`src/rtl/ex_stall_controller.sv`:
```
// EX-stage stall/flush sequencer: freezes the pipeline around an iterative
// mul/div unit, inserts load-use bubbles and taken-branch squashes.
module ex_stall_controller #(
  parameter int MD_CYCLES = 32,
  parameter int CNT_W     = 6
) (
  input  logic        clk,
  input  logic        rst_n,
  input  logic        ID_EX_MemRead,
  input  logic [4:0]  ID_EX_Rt,
  input  logic [4:0]  IF_ID_Rs,
  input  logic [4:0]  IF_ID_Rt,
  input  logic        EX_MulDiv,
  input  logic        branch_taken,
  output logic        PC_Write,
  output logic        IF_ID_Write,
  output logic        ID_EX_Write,
  output logic        ID_Flush,
  output logic        IF_Flush,
  output logic        EX_Flush,
  output logic        md_start,
  output logic        md_step,
  output logic        md_last,
  output logic        md_done,
  output logic [15:0] stall_count
);

  // state   | meaning
  // RUN     | normal flow; load-use bubbles and branch squashes handled here
  // MD_BUSY | mul/div iterating, pipeline frozen, cnt counts down to 0
  // MD_DONE | result on ALU path for one cycle, stalls released
  typedef enum logic [1:0] {RUN, MD_BUSY, MD_DONE} state_t;

  localparam logic [CNT_W-1:0] CNT_INIT = CNT_W'(MD_CYCLES - 1);

  state_t           state;
  logic [CNT_W-1:0] cnt;
  logic             load_use;

  assign load_use = ID_EX_MemRead && (ID_EX_Rt != 5'd0) &&
                    ((ID_EX_Rt == IF_ID_Rs) || (ID_EX_Rt == IF_ID_Rt));

  always_comb begin
    PC_Write    = 1'b1;
    IF_ID_Write = 1'b1;
    ID_EX_Write = 1'b1;
    ID_Flush    = 1'b0;
    IF_Flush    = 1'b0;
    EX_Flush    = 1'b0;
    md_start    = 1'b0;
    md_step     = 1'b0;
    md_last     = 1'b0;
    md_done     = 1'b0;
    // Outputs show their idle values for as long as reset is held.
    if (rst_n) begin
      case (state)
        RUN: begin
          if (EX_MulDiv) begin
            md_start    = 1'b1;
            PC_Write    = 1'b0;
            IF_ID_Write = 1'b0;
            ID_EX_Write = 1'b0;
            EX_Flush    = 1'b1;
          end else if (load_use) begin
            PC_Write    = 1'b0;
            IF_ID_Write = 1'b0;
            ID_Flush    = 1'b1;
          end else if (branch_taken) begin
            IF_Flush = 1'b1;
          end
        end
        MD_BUSY: begin
          md_step     = 1'b1;
          PC_Write    = 1'b0;
          IF_ID_Write = 1'b0;
          ID_EX_Write = 1'b0;
          EX_Flush    = 1'b1;
          md_last     = (cnt == '0);
        end
        MD_DONE: begin
          md_done = 1'b1;
          // EX_MulDiv is deliberately ignored here so the finished op cannot restart.
          if (load_use) begin
            PC_Write    = 1'b0;
            IF_ID_Write = 1'b0;
            ID_Flush    = 1'b1;
          end else if (branch_taken) begin
            IF_Flush = 1'b1;
          end
        end
        default: ;
      endcase
    end
  end

  always_ff @(posedge clk or negedge rst_n) begin
    if (!rst_n) begin
      state       <= RUN;
      cnt         <= '0;
      stall_count <= 16'd0;
    end else begin
      case (state)
        RUN: begin
          if (EX_MulDiv) begin
            cnt   <= CNT_INIT;
            state <= MD_BUSY;
          end
        end
        MD_BUSY: begin
          if (cnt == '0) state <= MD_DONE;
          else           cnt   <= cnt - 1'b1;
        end
        MD_DONE: state <= RUN;
        default: state <= RUN;
      endcase
      if (!PC_Write && (stall_count != 16'hFFFF))
        stall_count <= stall_count + 16'd1;
    end
  end

endmodule

```
`config.mk`:
```
export PLATFORM = sky130hd
export DESIGN_NAME = ex_stall_controller
export DESIGN_NICKNAME = d
export VERILOG_FILES = /design/src/rtl/ex_stall_controller.sv
export SDC_FILE = /design/constraint.sdc
export NUM_CORES = 1
export LEC_CHECK = 0
export CAP_MARGIN = 20
export CORE_ASPECT_RATIO = 1.4
export CORE_MARGIN = 2
export CORE_UTILIZATION = 43
export DETAILED_ROUTE_END_ITERATION = 10
export HOLD_SLACK_MARGIN = 0.02
export PLACE_DENSITY = 0.75
export RECOVER_POWER = 100
export SYNTH_ARGS = -nofsm -noshare
export SYNTH_HDL_FRONTEND = slang
export SYNTH_SLANG_ARGS = --single-unit
```
`constraint.sdc`:
```
create_clock -name clk -period 3 [get_ports clk]
set_clock_uncertainty 0.15 [all_clocks]
set_input_delay 0.6 -clock clk [delete_from_list [all_inputs] [get_ports clk]]
set_output_delay 0.6 -clock clk [all_outputs]
set_load 0.01 [all_outputs]
```
==> results of run 1 <==
-- final timing paths --
check | from | endpoint | slack, ps
min in group asynchronous | rst_n | cnt[1] | 1150
worst min register to register | stall_count[11] | stall_count[11] | 340
worst max register to register | stall_count[3] | stall_count[1] | 900
worst max-delay path | rst_n | EX_Flush | 90
worst min-delay path | stall_count[11] | stall_count[11] | 340
max in group asynchronous | rst_n | stall_count[15] | 810
-- logic make-up (layout without fill, tap and decap cells) --
logic type                 count (synthesis)  count (layout)  synth area share (%)
AOI/OAI and AO/OA                          8               8                  4.19
xor gates and xnor gates                  29              29                  17.7
adders and majority gates                  3               3                  2.62
buffers and inverters                      8              64                  4.02
DFF                                       24              24                  41.9
muxes                                      1               1                 0.786
and+or+nand+nor                           63              63                  28.7
-- repair_timing --
action | in CTS | in global routing
resized for setup | 18 | 5
endpoints found under the setup margin | 6 | 3
pin swaps | 1 | 2
-- through the flow --
step           instances  hold WS (ps)  TNS, ps  area, µm²  setup slack [ps]
2_1_floorplan        136           154        0       1430               255
3_3_place_gp         228           324    -1340       1980              -341
3_5_place_dp         228           341    -1500       1980              -373
4_1_cts              231           351        0       2010              12.6
5_1_grt              231           376        0       1980              27.8
6_report             231           340        0       1980              87.2
-- critical path, stage by stage --
cell and delay, ps:
clkdlybuf4s50_1 520, inv_1 110, nor3_2 250, buf_4 160
clkdlybuf4s50_1 520
-- placed cells by master, fill, tap and decap left out, drive strengths merged, types with 3 or more instances in the layout --
master / Yosys / routed
nor2: 8 / 8
xor2: 4 / 4
clkdlybuf4s50: 0 / 20
nand4: 8 / 8
and2: 4 / 4
ha: 3 / 3
dfrtp: 24 / 24
a21oi: 4 / 4
buf: 3 / 7
xnor2: 25 / 25
dlygate4sd3: 0 / 19
nor3: 5 / 5
nand2: 9 / 9
clkbuf: 0 / 11
and3: 9 / 9
nand3: 11 / 11
inv: 5 / 5
-- sequential cells by signal (all words and copies together) (netlist names) --
| name | count |
|---|---|
| cnt | 6 |
| state | 2 |
| stall_count | 16 |
-- power by group through the flow --
| stage | clock, mW | combinational, mW | sequential, mW |
|---|---|---|---|
| after global routing | 0.199 | 0.473 | 0.524 |
| after CTS | 0.184 | 0.453 | 0.510 |
| after detailed placement | 0 | 0.451 | 0.515 |
| after global placement | 0 | 0.434 | 0.508 |
| after floorplan | 0 | 0.235 | 0.517 |
| final | 0.179 | 0.425 | 0.507 |
-- synthesized netlist by cell type --
| cell type | n |
|---|---|
| and4_2 | 1 |
| xnor2_1 | 25 |
| ha_1 | 3 |
| inv_1 | 5 |
| o22ai_1 | 1 |
| and3_2 | 1 |
| nand2_1 | 9 |
| xor2_1 | 4 |
| nand3_4 | 1 |
| nor4_1 | 1 |
| a21oi_1 | 4 |
| and2_1 | 4 |
| nand4_4 | 1 |
| nor3_1 | 5 |
| and3_1 | 8 |
| dfrtp_1 | 24 |
| buf_6 | 1 |
| a41o_4 | 1 |
| o21ai_0 | 1 |
| or4_1 | 1 |
| buf_12 | 1 |
| buf_4 | 1 |
| nor2_1 | 8 |
| nand3_2 | 5 |
| and4_1 | 1 |
| nand4_1 | 4 |
| nand2b_1 | 2 |
| or2_2 | 2 |
| o21a_1 | 1 |
| nand4_2 | 3 |
| nand3_1 | 5 |
| mux2_1 | 1 |
| or3_1 | 1 |
-- per-layer routing --
metal	global-route usage (%)	vias to the layer above	routed length, µm
met4	5.13	0	21
li1	-	582	-
met3	3.09	2	226
met2	35.4	37	1840
met1	21.4	580	1280
met5	0	-	0
-- cell type report --
type                            count  area [µm²]
Tap cell                           39        48.8
Sequential cell                    24         601
Clock buffer                        3        41.3
Inverter                            5        18.8
Fill cell                         281        1180
Multi-Input combinational cell    104         752
Timing Repair Buffer               56         514
==> out/metrics.yaml, run 1 <==
worstPathRequired_ps: 2250
design_power_total_mw: 1.11
worstHoldPathCells: 1
grt_overflow_total: 0
p_seq_share_pct: 45.6
hold_class: "register to register"
slew_viol_final: 0
synth.distinct_cells: 33
clkSinkCount: 24
crit_type: "input port to primary output"
synth.area.top_cells: "dfrtp_1 (42%), xnor2_1 (15%), and3_1 (3.5%)"
power.share.clock_pct: 16.1
max-clock-path-buffers: 2
worst_pin_slew_ps: 1240
period_share_pct: 97.1
p_leak_nw: 0.871
final_core_util_pct: 62.7
timing_hold_violations_final: 0
coreArea_um2: 3150
synth_top_area_share_pct: 41.9
globalRouteTotalUtil_pct: 18.9
first_pass_iters: 4
hpwl_mm: 2.60
ctsHoldBuffers: 0
ios: 46
vias: 1201
ys_seq_area_share_pct: 41.9
syn_avg_cell_area_um2: 10.5
clock_latency_ps: 250
p_sw_share_pct: 34.1
max_slew_margin_pct: 17.3
clk_pin_slew_worst_paths_ps: 70
ys_ff_latch: 24
cts_tree: "built"
row_count: 24
gp_congestion: 0.762
grt_max_degree: 25
drtAntennaViolNets: 0
synth_cells: 136
grt_pass1_wl_mm: 5.40
intPower_mw: 0.732
status: "complete, no violations"
cap_viol_max_count: 0
grt_pass1_vias: 1241
detail_route.vias_per_cell: 5.20
port_buffers: 45
path_max_fanout: 4
drc: 0
die_h_um: 72.3
timing.fmax_mhz: 343
final-setup-viol-count: 0
r2r_cells: 6
arrival_ps: 2160
drive_above_1_share_pct: 13.0
area_delta_synth_final_pct: 37.9
drt_iter0_markers: 17
period_needed_ps: 2910
die_w_um: 52.8
postCtsSetupBuffers: 0
antenna_cells: 0
worst_setup_path_start_kind: "input port"
cts-root-buf: "clkbuf_8"
p_switching_mw: 0.378
htree_levels: 1
yosysWarnings: 0
ir_drop_mv: 0.449
wirelength_mm: 3.36
yosys.area.top_type: "dfrtp_1"
routedWlPerCell_um: 14.6
endpoint_kind: "primary output"
nNetsFinal: 217
die-area_um2: 3820
start_util_pct: 45.4
syn-cell-area_um2: 1430
rsz0062_at_grt: "no"
powerDensity_nw_per_um2: 562
cts_made_buffers: 3
power_frac_comb_pct: 38.3
antenna_found_initial: 0
syn-num-nets: 159
(Power assumes the default switching activity.)
==> run 2: changes to the inputs <==
Settings changed: TNS_END_PERCENT set to 20.
==> results of run 2 <==
Final layout, timing and power as in run 1 (identical DEF).
